==> config.mk <==
export PLATFORM = sky130hd
export DESIGN_NAME = interrupt_ctrl
export DESIGN_NICKNAME = d
export VERILOG_FILES = /design/src/rtl/interrupt_ctrl.sv
export SDC_FILE = /design/constraint.sdc
export NUM_CORES = 1
export LEC_CHECK = 0
export ABC_AREA = 1
export CAP_MARGIN = 20
export CORE_ASPECT_RATIO = 1.75
export CORE_MARGIN = 1.5
export CORE_UTILIZATION = 30
export CTS_CLUSTER_SIZE = 28
export DETAILED_ROUTE_END_ITERATION = 6
export PLACE_DENSITY = 0.62
export SETUP_SLACK_MARGIN = 0.02
export SLEW_MARGIN = 20
export SYNTH_ARGS = -nofsm -noshare
export SYNTH_HDL_FRONTEND = slang
export SYNTH_SLANG_ARGS = --single-unit
==> constraint.sdc <==
create_clock -name I_CLOCK -period 1.4 [get_ports I_CLOCK]
set_input_delay 0.28 -clock I_CLOCK [delete_from_list [all_inputs] [get_ports I_CLOCK]]
set_output_delay 0.28 -clock I_CLOCK [all_outputs]
set_load 0.05 [all_outputs]
==> src/rtl/interrupt_ctrl.sv <==
// Fixed-priority interrupt controller owning IF/IE, with edge detection and a req/ack handshake to the CPU.
// Optional INT_WAKE_EN adds a registered O_WAKE output (|(IF & IE), independent of IME).
module interrupt_ctrl #(
    parameter int          NUM_IRQ       = 5,
    parameter logic [15:0] IF_ADDR       = 16'hFF0F,
    parameter logic [15:0] IE_ADDR       = 16'hFFFF,
    parameter logic [15:0] VECTOR_BASE   = 16'h0040,
    parameter logic [15:0] VECTOR_STRIDE = 16'h0008
) (
    input  logic               I_CLOCK,
    input  logic               I_RESET,
    input  logic [NUM_IRQ-1:0] I_IRQ,
    input  logic [15:0]        I_ADDR,
    input  logic [7:0]         I_WDATA,
    input  logic               I_WE_L,
    input  logic               I_RE_L,
    output logic [7:0]         O_RDATA,
    output logic               O_RVALID,
    input  logic               I_IME,
    output logic               O_INT_REQ,
    output logic [15:0]        O_INT_VECTOR,
    input  logic               I_INT_ACK,
    output logic [NUM_IRQ-1:0] O_IF,
    output logic [NUM_IRQ-1:0] O_IE
`ifdef INT_WAKE_EN
    ,
    output logic               O_WAKE
`endif
);

    typedef enum logic [1:0] {
        S_IDLE = 2'd0,
        S_REQ  = 2'd1,
        S_DONE = 2'd2
    } state_t;

    state_t             r_state;
    state_t             w_next;
    logic [NUM_IRQ-1:0] r_prev;
    logic [NUM_IRQ-1:0] r_if;
    logic [NUM_IRQ-1:0] r_ie;
    logic [2:0]         r_idx;
    logic [15:0]        r_vec;
    logic               r_req;
    logic [7:0]         r_rdata;
    logic               r_rvalid;

    logic [NUM_IRQ-1:0] w_pend;
    logic [NUM_IRQ-1:0] w_rise;
    logic [NUM_IRQ-1:0] w_lat_mask;
    logic [NUM_IRQ-1:0] w_if_next;
    logic               w_lat_pend;
    logic [2:0]         w_win;
    logic [15:0]        w_vec;
    logic               w_latch;
    logic               w_ack_clr;
    logic               w_wr_if;
    logic               w_wr_ie;
    logic               w_rd_if;
    logic               w_rd_ie;
    logic [7:0]         w_rd_if_val;
    logic [7:0]         w_rd_ie_val;

    assign w_pend  = r_if & r_ie;
    assign w_rise  = I_IRQ & ~r_prev;
    assign w_wr_if = ~I_WE_L && (I_ADDR == IF_ADDR);
    assign w_wr_ie = ~I_WE_L && (I_ADDR == IE_ADDR);
    assign w_rd_if = ~I_RE_L && (I_ADDR == IF_ADDR);
    assign w_rd_ie = ~I_RE_L && (I_ADDR == IE_ADDR);
    assign w_vec   = VECTOR_BASE + ({13'd0, w_win} * VECTOR_STRIDE);

    // Priority encode (lowest index wins) and decode of the latched channel.
    always_comb begin
        w_win      = 3'd0;
        w_lat_mask = '0;
        for (int i = NUM_IRQ - 1; i >= 0; i--) begin
            w_win = w_pend[i] ? 3'(i) : w_win;
        end
        for (int i = 0; i < NUM_IRQ; i++) begin
            w_lat_mask[i] = (r_idx == 3'(i));
        end
        w_lat_pend = |(w_pend & w_lat_mask);
    end

    // Handshake next-state; withdrawal wins over a late ack so a cleared source is never acknowledged.
    always_comb begin
        w_next    = r_state;
        w_latch   = 1'b0;
        w_ack_clr = 1'b0;
        case (r_state)
            S_IDLE: begin
                if (I_IME && (|w_pend)) begin
                    w_next  = S_REQ;
                    w_latch = 1'b1;
                end else begin
                    w_next = S_IDLE;
                end
            end
            S_REQ: begin
                if (!I_IME || !w_lat_pend) begin
                    w_next = S_IDLE;
                end else if (I_INT_ACK) begin
                    w_next    = S_DONE;
                    w_ack_clr = 1'b1;
                end else begin
                    w_next = S_REQ;
                end
            end
            S_DONE:  w_next = S_IDLE;
            default: w_next = S_IDLE;
        endcase
    end

    // IF update: CPU write, then ack clear, then source edges (edges always survive).
    always_comb begin
        w_if_next = w_wr_if ? I_WDATA[NUM_IRQ-1:0] : r_if;
        w_if_next = w_ack_clr ? (w_if_next & ~w_lat_mask) : w_if_next;
        w_if_next = w_if_next | w_rise;
        w_rd_if_val = 8'hFF;
        w_rd_if_val[NUM_IRQ-1:0] = r_if;
        w_rd_ie_val = 8'hFF;
        w_rd_ie_val[NUM_IRQ-1:0] = r_ie;
    end

    // All state and registered outputs.
    always_ff @(posedge I_CLOCK) begin
        if (I_RESET) begin
            r_state  <= S_IDLE;
            r_prev   <= '0;
            r_if     <= '0;
            r_ie     <= '0;
            r_idx    <= 3'd0;
            r_vec    <= 16'h0000;
            r_req    <= 1'b0;
            r_rdata  <= 8'h00;
            r_rvalid <= 1'b0;
        end else begin
            r_state <= w_next;
            r_prev  <= I_IRQ;
            r_if    <= w_if_next;
            r_req   <= (w_next == S_REQ);
            if (w_wr_ie) begin
                r_ie <= I_WDATA[NUM_IRQ-1:0];
            end
            if (w_latch) begin
                r_idx <= w_win;
                r_vec <= w_vec;
            end
            if (w_rd_if) begin
                r_rdata  <= w_rd_if_val;
                r_rvalid <= 1'b1;
            end else if (w_rd_ie) begin
                r_rdata  <= w_rd_ie_val;
                r_rvalid <= 1'b1;
            end else begin
                r_rvalid <= 1'b0;
            end
        end
    end

`ifdef INT_WAKE_EN
    logic r_wake;

    // Wake flag for HALT/STOP exit, deliberately ignoring IME.
    always_ff @(posedge I_CLOCK) begin
        if (I_RESET) begin
            r_wake <= 1'b0;
        end else begin
            r_wake <= |w_pend;
        end
    end

    assign O_WAKE = r_wake;
`endif

    assign O_RDATA      = r_rdata;
    assign O_RVALID     = r_rvalid;
    assign O_INT_REQ    = r_req;
    assign O_INT_VECTOR = r_vec;
    assign O_IF         = r_if;
    assign O_IE         = r_ie;

endmodule

; ---- Yosys cells after proc, flatten, opt, wreduce, memory -nomap -nowiden
; Index checks and enable logic that the tools add are counted.
[op_classes]
addsub = 1
n_eq_ne = 8
mux = 20
bitwise = 9
n_reduce_logical = 13
[ops]
columns = operator, n
row1 = 16-bit equality test (second input constant), 2
row2 = 5-bit bitwise AND, 4
row3 = 8-bit 2-to-1 mux, 2
row4 = 3-bit 2-to-1 mux, 5
row5 = 5-bit 2-to-1 mux, 2
row6 = 5-bit inverter, 2
row7 = 5-bit OR reduction, 2
row8 = 7-bit by 6-bit adder with 8-bit output (first input constant), 1
row9 = 1-bit 2-to-1 mux, 8
row10 = 3-bit by 2-bit equality test with 1-bit output (second input constant), 2
row11 = 1-bit logical AND, 5
row12 = 5-bit bitwise OR, 1
row13 = 2-bit by 1-bit equality test with 1-bit output (second input constant), 2
row14 = 2-bit 2-to-1 mux, 2
row15 = 2-bit case mux with 2 select lines, 1
row16 = 3-bit by 1-bit equality test with 1-bit output (second input constant), 1
row17 = 3-bit equality test (second input constant), 1
row18 = 3-bit zero test, 1
row19 = 1-bit zero test, 2
row20 = 2-bit zero test, 1
row21 = 1-bit inverter, 2
row22 = 2-bit nonzero test, 1
row23 = 1-bit logical OR, 1
[totals]
regBits = 46
input_bits = 35

; ---- Logic depth before layout (Yosys ltp)
; Gate-level depths: netlist of the first run.
[logic_depth]
ltp_word = 9
mapped_depth = 10

; ---- Worst setup path after synthesis of the first run
; OpenSTA, ideal clock, no wires.
[synth_timing]
path_kind = reg-to-reg
from = register r_if[1], in the netlist O_IF[1]
to = register r_idx[0]
arrival_ns = 1.436
t_required_ns = 1.282
slack_ns = -0.154
stages_incl_launch_ff = 8
path_buffers = 0
period_less_slack_ns = 1.554
path_cell_list = dfxtp_1 nand2_1 nand2_1 nor2_1 o21ai_0 inv_1 a21oi_1 nor2_1
[synth_via]
elab_chain_len = 5
elab_cells_between_ends = 7
[synth_lines]
columns = element, line_no
row1 = from (decl), 40  ; logic [NUM_IRQ-1:0] r_if;
row2 = from (signal assigned), 140  ; r_if <= w_if_next;
row3 = 5-bit bitwise AND (*), 64  ; assign w_pend = r_if & r_ie;
row4 = 5-bit OR reduction, 92  ; if (I_IME && (|w_pend)) begin
row5 = 1-bit logical AND, 92
row6 = 1-bit 2-to-1 mux, 92
row7 = 1-bit 2-to-1 mux, 90  ; case (r_state)
row8 = to (signal assigned), 146  ; r_idx <= w_win;
row9 = to (decl), 42  ; logic [2:0] r_idx;
; Every way passes the cells marked *; elsewhere a longest branch is shown, timed or not.
; A chain may end at the register's enable or synchronous reset.

; ---- Final worst setup path of the first run
[layout_timing]
from = register r_if[3], in the netlist O_IF[3]
to = register r_idx[0]
[layout_via]
elab_chain_len = 5
elab_cells_between_ends = 9
[layout_lines]
columns = element, line_no
row1 = 5-bit bitwise AND (*), 64
row2 = 5-bit OR reduction or 3-bit 2-to-1 mux (tied branches), "92, 77"
row3 = 1-bit logical AND or 3-bit 2-to-1 mux (tied branches), "92, 77"
row4 = 1-bit 2-to-1 mux or 3-bit 2-to-1 mux (tied branches), "92, 77"
row5 = 1-bit 2-to-1 mux or 3-bit 2-to-1 mux (tied branches), "90, 77"
; Marks and branches as above.

==> qor.csv, run 1 <==
metric;value;unit
drt pass-1 iters;4;
Worst Hold Class;reg -> reg;
warnings from Yosys;0;
initial antenna violation count;0;
final std cells w/o fill;378;
total routed wirelength;4257;µm
RR Endpoint;r_idx[0]$_SDFFE_PP0N_;
minimum clock period;1270;ps
status;finished clean;
Rows;35;
NumNets Final;357;
Worst-path clk slew;60;ps
Antenna Cells;0;
largest area contributor in the netlist;dfxtp_1;
register area;599.3;µm²
leakage;1.383;nW
CTS tree;built;
final hold violations;0;
max cap viols;0;
Cell Area, Synth;1617;µm²
fin. max-slew vios;0;
CP max stage delay;340;ps
skew final;6.084;ps
RSZ-0062 raised after global routing;true;
vias in the first global route;1692;
Achievable Freq;0.7877;GHz
Main synth FF type;dfxtp_1;
CTS H-tree lvls;2;
Hold Path End;O_IF[1]$_SDFF_PP0_;
die width;58.49;µm
R2R setup slack;130;ps
total die area;5855;µm²
first-pass GRT wire length;6879;µm
io pins;71;
area occupied by multi-input gates;887.1;µm²
top post-synthesis cells by count;64 x nand2_1, 42 x inv_1, 39 x nor2_1;
worst endpoint data arrival time;1430;ps
critical path start-end classification;reg -> reg;
WHS Path Cells;3;
Seq cells post-synth;29;
delay-heaviest family, CP;simple AND/OR/NAND/NOR gates;
clock tree buffer depth;2;
via count;1716;
ANT nets after route;0;
number of flops mapped to enable cells by yosys;0;
reg2reg path depth;7;
VDD IR max;0.4837;mV
CP Capture Type;register;
GRT Overall Usage;15.32;%
share of post-route cells with drive strength above 1;27.55;%
Seq/Total Area, Yosys;35.91;%
Via density;4.540;
Tcrit/Tclk final;90.68;%
synthesized area per cell;6.390;µm²
Synth area leaders;dfxtp_1 36%, nand2_1 15%, inv_1 9.8%;
Buf/Inv on CP;1;
Area growth, synth to finish;68.89;%
worst-path cell chain;nand2_1 -> nand2_1 -> nor2_2 -> o21ai_1 -> buf_4 -> o21ai_0 -> nor2_1;
Setup Viol. Count Final;0;
Initial DRC Count;16;
overall power;2.117;mW
Max stage delay cell, worst path;dfxtp_2;
post-synthesis cell count;253;
Clock Latency Late Sink;280;ps
number of port buffers;55;
GR Overflow Total;0;
DR WL/cell;11.26;µm
pwr dens;775.4;nW/µm²
Req. time, crit path;1560;ps
clk sinks;29;
RePlAce Congestion;0.8362;
placed insts;368;
count leader, synth;nand2_1;
Unique masters post-synth;20;
DRC;0;
CTS Buf Count;5;
root buffer cell;clkbuf_8;
Startpoint Class;register;
Synth async-reset ratio;0;%
Starting Density;31.02;%
CP dominant cell by count;nand2_1;
core box area;5211;µm²
R2R Path Start;O_IF[3]$_SDFF_PP0_;
Hold-fix buffers, CTS;0;
Die Height;100.1;µm
largest net degree at the start of global routing;13;
worst hold start;r_prev[1]$_SDFF_PP0_;
top-area cell type share of the netlist area;35.91;%
detailed placement HPWL;3407;µm
filler instances;505;
Max Fanout on Critical Path;4;
[report_power, final]
part | internal, mW | total (mW) | leakage (nW) | switching [mW]
registers | 0.846 | 0.869 | 0.242 | 0.0229
clock network | 0.579 | 0.878 | 0.0585 | 0.299
logic | 0.156 | 0.369 | 1.08 | 0.213
total | 1.58 | 2.12 | 1.38 | 0.535
[sequential cells by signal, summed over array words and instances, names as in the netlist]
| signal | flops |
|---|---|
| O_IF | 5 |
| r_prev | 5 |
| r_idx | 2 |
| O_RDATA | 6 |
| O_INT_REQ | 1 |
| O_INT_VECTOR | 2 |
| O_RVALID | 1 |
| r_state | 2 |
| O_IE | 5 |
[worst max-delay path by stage]
stage / startpoint / endpoint / cells after the start
2_1_floorplan: O_IF[4]$_SDFF_PP0_ / O_IF[0]$_SDFF_PP0_ / 9
3_3_place_gp: I_ADDR[1] / O_RDATA[4]$_SDFFE_PP0P_ / 10
3_5_place_dp: I_ADDR[3] / O_RDATA[0]$_SDFFE_PP0P_ / 10
4_1_cts: I_ADDR[0] / O_RDATA[4]$_SDFFE_PP0P_ / 11
5_1_grt: O_INT_VECTOR[5]$_SDFFE_PP0N_ / O_IF[3]$_SDFF_PP0_ / 8
6_report: O_IF[3]$_SDFF_PP0_ / r_idx[0]$_SDFFE_PP0N_ / 7
[metal layers]
metal	routed length, µm	vias up	global-route usage [%]
li1	-	881	-
met1	1483	751	13.86
met2	2286	69	28.61
met3	282	15	2.706
met4	204	0	11.45
met5	0	-	0
[through the flow]
| stage | worst slack [ps] | TNS, ps | hold slack, ps | area [µm²] | util [%] |
|---|---|---|---|---|---|
| after floorplan | 31.90 | 0 | 362.6 | 1672 | - |
| after global placement | -293.2 | -4483 | 436.8 | 2495 | 47.88 |
| after detailed placement | -343.2 | -5239 | 441.9 | 2495 | 47.88 |
| after CTS | 21.09 | 0 | 458.4 | 2673 | 51.28 |
| after global routing | 8.572 | 0 | 503.9 | 2730 | 52.39 |
| final | 130.5 | 0 | 454.6 | 2730 | 52.39 |
[final cells by class]
class	instances	share of cell area, %
Sequential cell	29	21.95
Tap cell	55	2.521
Multi-Input combinational cell	175	32.49
Inverter	44	6.416
Clock buffer	7	3.162
Clock inverter	1	1.100
Timing Repair Buffer	67	32.36
[worst min-delay path, stage by stage, from the launching register on]
cell     delay, ps
dfxtp_1        300
inv_1           40
nand2_1         40
nand2_1         50
[cell families after synthesis]
kind of cell / after synthesis / share of synthesized area (%)
AO/OA/AOI/OAI: 20 / 6.192
other: 1 / 0.2320
flip-flops: 29 / 35.91
AND/OR/NAND/NOR: 142 / 39.86
buffers and inverters: 61 / 17.80
[cells in the final DEF, fill, tap and decap left out, drive strengths merged]
cell type / n
clkdlybuf4s50: 15
nand4: 6
dfxtp: 29
buf: 36
nor3: 4
clkbuf: 7
a21oi: 11
nand3: 19
dlymetal6s2s: 6
o21ai: 9
nor2: 45
bufinv: 1
conb: 12
inv: 43
clkinv: 1
dlygate4sd2: 10
nand2: 69
[timing repair]
action                                 4_1_cts  5_1_grt
pin swaps                                   27       13
gates resized for setup                     31       17
endpoints found under the hold margin        0        0
buffers inserted                             0        1
setup endpoints to repair                   10       20
cloned                                       0        1
Note: power is estimated with default switching activity, not from simulation.
==> run 2, diff against run 1 <==
--- a/config.mk
+++ b/config.mk
@@ -9,8 +9,10 @@
 export CAP_MARGIN = 20
+export CELL_PAD_IN_SITES_DETAIL_PLACEMENT = 0
+export CELL_PAD_IN_SITES_GLOBAL_PLACEMENT = 2
 export CORE_ASPECT_RATIO = 1.75
 export CORE_MARGIN = 1.5
-export CORE_UTILIZATION = 30
+export CORE_UTILIZATION = 21
 export CTS_CLUSTER_SIZE = 28
 export DETAILED_ROUTE_END_ITERATION = 6
-export PLACE_DENSITY = 0.62
+export PLACE_DENSITY = 0.81
 export SETUP_SLACK_MARGIN = 0.02
==> constraint.sdc (replaced) <==
create_clock -name I_CLOCK -period 1.35 [get_ports I_CLOCK]
set_input_delay 0.405 -clock I_CLOCK [delete_from_list [all_inputs] [get_ports I_CLOCK]]
set_output_delay 0.405 -clock I_CLOCK [all_outputs]
set_load 0.05 [all_outputs]
==> run 2 against run 1 <==
Compared with the run above: design area is 7.1% higher; largest power group unchanged; power is 23% higher; non-clock buffer count is 8 higher; worst setup slack worse by 92 ps; die area is 41% higher; highest routed layer unchanged; clock-buffer cell count stayed put; register-to-register slack worse by 20 ps; clock power is 48% higher.
==> qor.csv, run 2 (synthesis gave the netlist of run 1 again) <==
metric;value;unit;change
crit path from;O_IF[1]$_SDFF_PP0_;;
worst endpoint data arrival time;910;ps;-520 ps
pwr dens;893.2;nW/µm²;+15%
number of port buffers;55;;unchanged
clk sinks;29;;unchanged
worst-path cell chain;buf_4 -> buf_12;;
Comb power frac;16.2;%;-1.3 points
leakage;1.459;nW;+5.5%
Max Fanout on Critical Path;3;;-1
Startpoint Class;register;;
final hold violations;0;;unchanged
register share of total power;33.9;%;-7.2 points
delay-heaviest family, CP;flip-flops;;
Rows;42;;+20%
GR Overflow Total;0;;unchanged
CP Capture Type;output pin;;
Die Height;119.1;µm;+19%
fin. max-slew vios;0;;unchanged
Sw Share;24.68;%;-0.61 points
overall power;2.613;mW;+23%
minimum clock period;1312;ps;
total routed wirelength;4922;µm;+16%
Initial DRC Count;36;;+20
Clock Latency Late Sink;280;ps;about the same
CP max stage delay;330;ps;about the same
Int Pwr;1.968;mW;+24%
Tcrit/Tclk final;97.17;%;
Final Hold Slack;448.1;ps;-6.531 ps
most frequent cells in the layout;50 x nand2_1, 35 x inv_1, 34 x nor2_1;;
drt pass-1 iters;4;;unchanged
clock tree buffer depth;2;;unchanged
R2R setup slack;110;ps;-20 ps
critical path start-end classification;reg -> out;;
detailed placement HPWL;3918;µm;+15%
DR WL/cell;11.72;µm;+4.1%
worst hold start;r_prev[2]$_SDFF_PP0_;;
ANT nets after route;0;;unchanged
Area growth, synth to finish;80.96;%;
skew final;6.083;ps;-0.0004200 ps
Worst Hold Class;reg -> reg;;
number of flip-flops in the largest register;6;;unchanged
core box area;7515;µm²;+44%
Buf/Inv on CP;2;;+1
R2R Path Start;O_INT_VECTOR[5]$_SDFFE_PP0N_;;
Achievable Freq;0.7623;GHz;
Psw;645.0;µW;+20%
DRC;0;;unchanged
GRT Overall Usage;12.58;%;-2.7 points
CTS H-tree lvls;2;;unchanged
io pins;71;;unchanged
Post-Route Setup TNS;0;ps;unchanged
filler instances;794;;+57%
Via density;4.093;;-9.8%
commonest non-fill, non-tap cell in the layout;nand2_1;;
Max stage delay cell, worst path;dfxtp_4;;
max cap viols;0;;unchanged
VDD IR max;0.4639;mV;-4.1%
share of post-route cells with drive strength above 1;40.66;%;+13 points
area occupied by multi-input gates;955.9;µm²;+7.8%
Antenna Cells;0;;unchanged
Clk pwr share;49.9;%;+8.4 points
Worst-path clk slew;50;ps;about the same
total die area;8254;µm²;+41%
Starting Density;21.51;%;-9.5 points
status;finished clean;;
initial antenna violation count;0;;unchanged
NumNets Final;366;;+2.5%
via count;1719;;+0.17%
design area;2925;µm²;+7.1%
CTS tree;built;;
root buffer cell;clkbuf_16;;
RSZ-0062 raised after global routing;true;;
die width;69.33;µm;+19%
vias in the first global route;1713;;+1.2%
RePlAce Congestion;0.7637;;-8.7%
largest net degree at the start of global routing;18;;+5
first-pass GRT wire length;7762;µm;+13%
Req. time, crit path;950;ps;-610 ps
register area;615.6;µm²;+2.7%
Setup Viol. Count Final;0;;unchanged
CTS Buf Count;5;;unchanged
placement-stage cell area;2600;µm²;+4.2%
-- run 2: changes by cell type in the layout (fill, tap and decap cells not counted), moves of 4 or more --
cell	change
nand2_1	-8
inv_1	-4
dfxtp_4	+5
inv_2	+4
clkbuf_8	-5
clkbuf_16	+5
dlymetal6s2s_1	-4
buf_4	+4
dlygate4sd2_1	-9
nand2_2	+7
clkbuf_2	+15
-- run 2: final timing paths --
kind	endpoint	cells past startpoint
max reg2reg	O_IF[2]$_SDFF_PP0_	8
max	O_IF[1]	2
min reg2reg	O_IF[2]$_SDFF_PP0_	3
min	O_IF[2]$_SDFF_PP0_	3
-- run 2: worst register-to-register path, delay by kind of cell, from the launching register on --
family | cells | cell delay (ps)
simple gates | 8 | 760
flops | 1 | 370
-- run 2: power groups by stage --
stage,Sequential [mW],Clock (mW),Combinational [mW]
2_1_floorplan,0.963,0,0.174
3_3_place_gp,0.906,0,0.425
3_5_place_dp,0.906,0,0.427
4_1_cts,0.888,1.36,0.417
5_1_grt,0.886,1.38,0.454
6_report,0.885,1.30,0.424
-- run 2: per-layer routing --
layer	routed length, µm	track usage, %
met1	1611	10.23
met2	2865	24.88
met3	270	3.638
met4	176	8.333
met5	0	0
-- run 2: repair_timing --
action                                  4_1_cts  5_1_grt
endpoints found under the setup margin       18       22
pin swaps                                    28       30
cloned                                        1        1
hold buffers                                  0        0
gates resized for setup                      38       74
buffers inserted                              1        3
-- run 2: layout make-up --
cell class	instances	share of cell area [%]
multi-input combinational	176	32.68
inverter	44	6.074
timing repair buffer	75	30.54
tap	88	3.764
clock buffer	7	4.876
clock inverter	1	1.027
sequential	29	21.04
-- run 2: metrics by stage --
stage          utilization, %  setup slack [ps]  instances
3_5_place_dp            34.60            -567.6        406
4_1_cts                 37.78             23.88        416
2_1_floorplan               -             8.497        264
3_3_place_gp            34.60            -565.2        406
6_report                38.93             38.25        420
5_1_grt                 38.93            -14.74        420
==> run 3, diff against run 2 <==
CORE_UTILIZATION = 30   (was 21)
DONT_BUFFER_PORTS = 1   (was default)
PLACE_DENSITY = 0.77   (was 0.81)
==> run 3 against run 2 <==
Compared with the run above: clock power decreased by 44%; die area shrank 29%; non-clock buffer count fell by 47; largest cell class unchanged; highest routed layer unchanged.
==> qor.csv, run 3 (synthesis gave the netlist of run 1 again) <==
metric;value;unit;change
commonest non-fill, non-tap cell in the layout;nand2_1;;
final std cells w/o fill;338;;-20%
CTS Buf Count;5;;unchanged
CTS tree;built;;
Max stage delay cell, worst path;dfxtp_2;;
io pins;71;;unchanged
post-route setup slack;68.60;ps;+30.35 ps
Area growth, synth to finish;22.68;%;
GRT Overall Usage;15.09;%;+2.5 points
drt pass-1 iters;5;;+1
CP max stage delay;380;ps;+50 ps
fin. max-slew vios;0;;unchanged
Max Fanout on Critical Path;5;;+2
max cap viols;0;;unchanged
die width;58.49;µm;-16%
share of post-route cells with drive strength above 1;26.50;%;-14 points
clock tree buffer depth;2;;unchanged
VDD IR max;0.3827;mV;-18%
via count;1521;;-12%
number of port buffers;0;;-100%
DRC;0;;unchanged
Achievable Freq;0.7804;GHz;+2.4%
Startpoint Class;register;;
GR Overflow Total;0;;unchanged
CTS H-tree lvls;2;;unchanged
Via density;4.500;;+9.9%
Clock Latency Late Sink;280;ps;about the same
critical path start-end classification;reg -> out;;
overall power;1.856;mW;-29%
largest net degree at the start of global routing;14;;-4
total routed wirelength;4020;µm;-18%
Initial DRC Count;27;;-25%
minimum clock period;1281;ps;-30.35 ps
Die Height;100.1;µm;-16%
delay-heaviest family, CP;flip-flops;;
Final Hold Slack;188.9;ps;-259.1 ps
final hold violations;0;;unchanged
total die area;5855;µm²;-29%
Worst Hold Class;in -> reg;;
filler instances;585;;-26%
clk sinks;29;;unchanged
skew final;7.163;ps;+1.079 ps
worst-path cell chain;buf_4;;
final core utilization;38.06;%;-0.87 points
CP Capture Type;output pin;;
Rows;35;;-17%
dpl ws;-84.70;ps;+482.9 ps
Req. time, crit path;950;ps;about the same
Tcrit/Tclk final;94.92;%;-2.2 points
ANT nets after route;0;;unchanged
Antenna Cells;0;;unchanged
vias in the first global route;1471;;-14%
Starting Density;31.02;%;+9.5 points
leakage;1.031;nW;-29%
core box area;5211;µm²;-31%
number of flip-flops in the largest register;6;;unchanged
first-pass GRT wire length;6624;µm;-15%
Buf/Inv on CP;1;;-1
most frequent cells in the layout;61 x nand2_1, 39 x inv_1, 37 x nor2_1;;
RSZ-0062 raised after global routing;true;;
NumNets Final;317;;-13%
Setup Viol. Count Final;0;;unchanged
detailed placement HPWL;3329;µm;-15%
DR WL/cell;11.89;µm;+1.5%
root buffer cell;clkbuf_8;;
pwr dens;936.0;nW/µm²;+4.8%
RePlAce Congestion;0.7846;;+2.7%
initial antenna violation count;0;;unchanged
placed insts;329;;-19%
worst endpoint data arrival time;880;ps;-30 ps
status;finished clean;;
Worst-path clk slew;60;ps;about the same
-- run 3: cell types whose count changed in the layout (fill, tap and decap cells not counted), sizes merged --
| cell | previous run | this run |
|---|---|---|
| dlygate4sd2 | 1 | 0 |
| nand2 | 70 | 69 |
| buf | 44 | 28 |
| clkbuf | 22 | 8 |
| dlymetal6s2s | 2 | 0 |
| clkdlybuf4s15 | 1 | 0 |
| nand3 | 19 | 18 |
| bufinv | 1 | 0 |
| clkinv | 0 | 1 |
| clkdlybuf4s50 | 12 | 0 |
| inv | 44 | 43 |
-- run 3: final timing paths --
kind	start	endpoint	slack (ps)	cells after the start
hold reg to reg	r_prev[1]$_SDFF_PP0_	O_IF[1]$_SDFF_PP0_	450	3
setup / recovery	O_INT_VECTOR[5]$_SDFFE_PP0N_	O_INT_VECTOR[5]	70	1
hold / removal	I_RESET	O_INT_VECTOR[6]$_SDFFE_PP0N_	190	1
setup reg to reg	r_idx[1]$_SDFFE_PP0N_	r_state[1]$_SDFF_PP0_	150	8
-- run 3: timing repair --
action	4_1_cts	5_1_grt
endpoints found under the setup margin	1	11
pin swaps	0	3
setup buffers	0	1
gates resized for setup	1	14
hold buffers	0	0
-- run 3: layout make-up --
cell class	instances	area [µm²]	area share [%]
clock buffer	8	90.09	4.543
inverter	44	168.9	8.517
multi-input combinational	174	815.8	41.14
sequential	29	609.3	30.73
tap	55	68.82	3.470
timing repair buffer	28	230.2	11.61
-- run 3: routing by layer --
layer	wire length [µm]	vias to the layer above	part of all wire, %	track usage, %
met5	0	-	0	0
met4	99	0	2.5	6.977
met3	266	7	6.6	3.737
met2	2260	59	56	28.35
met1	1394	654	35	14.75
li1	-	801	-	-
-- run 3: power by group --
part / switching, mW / leakage (nW) / internal (mW)
clock: 0.312 / 0.0455 / 0.415
combinational: 0.190 / 0.741 / 0.0500
sequential: 0.0113 / 0.244 / 0.878
total: 0.513 / 1.03 / 1.34
-- run 3: per-stage QoR --
stage / instance area [µm²] / setup TNS [ps]
after global routing: 1983 / 0
after floorplan: 1685 / 0
after CTS: 1941 / 0
after global placement: 1851 / -534.2
after detailed placement: 1851 / -649.0
final: 1983 / 0
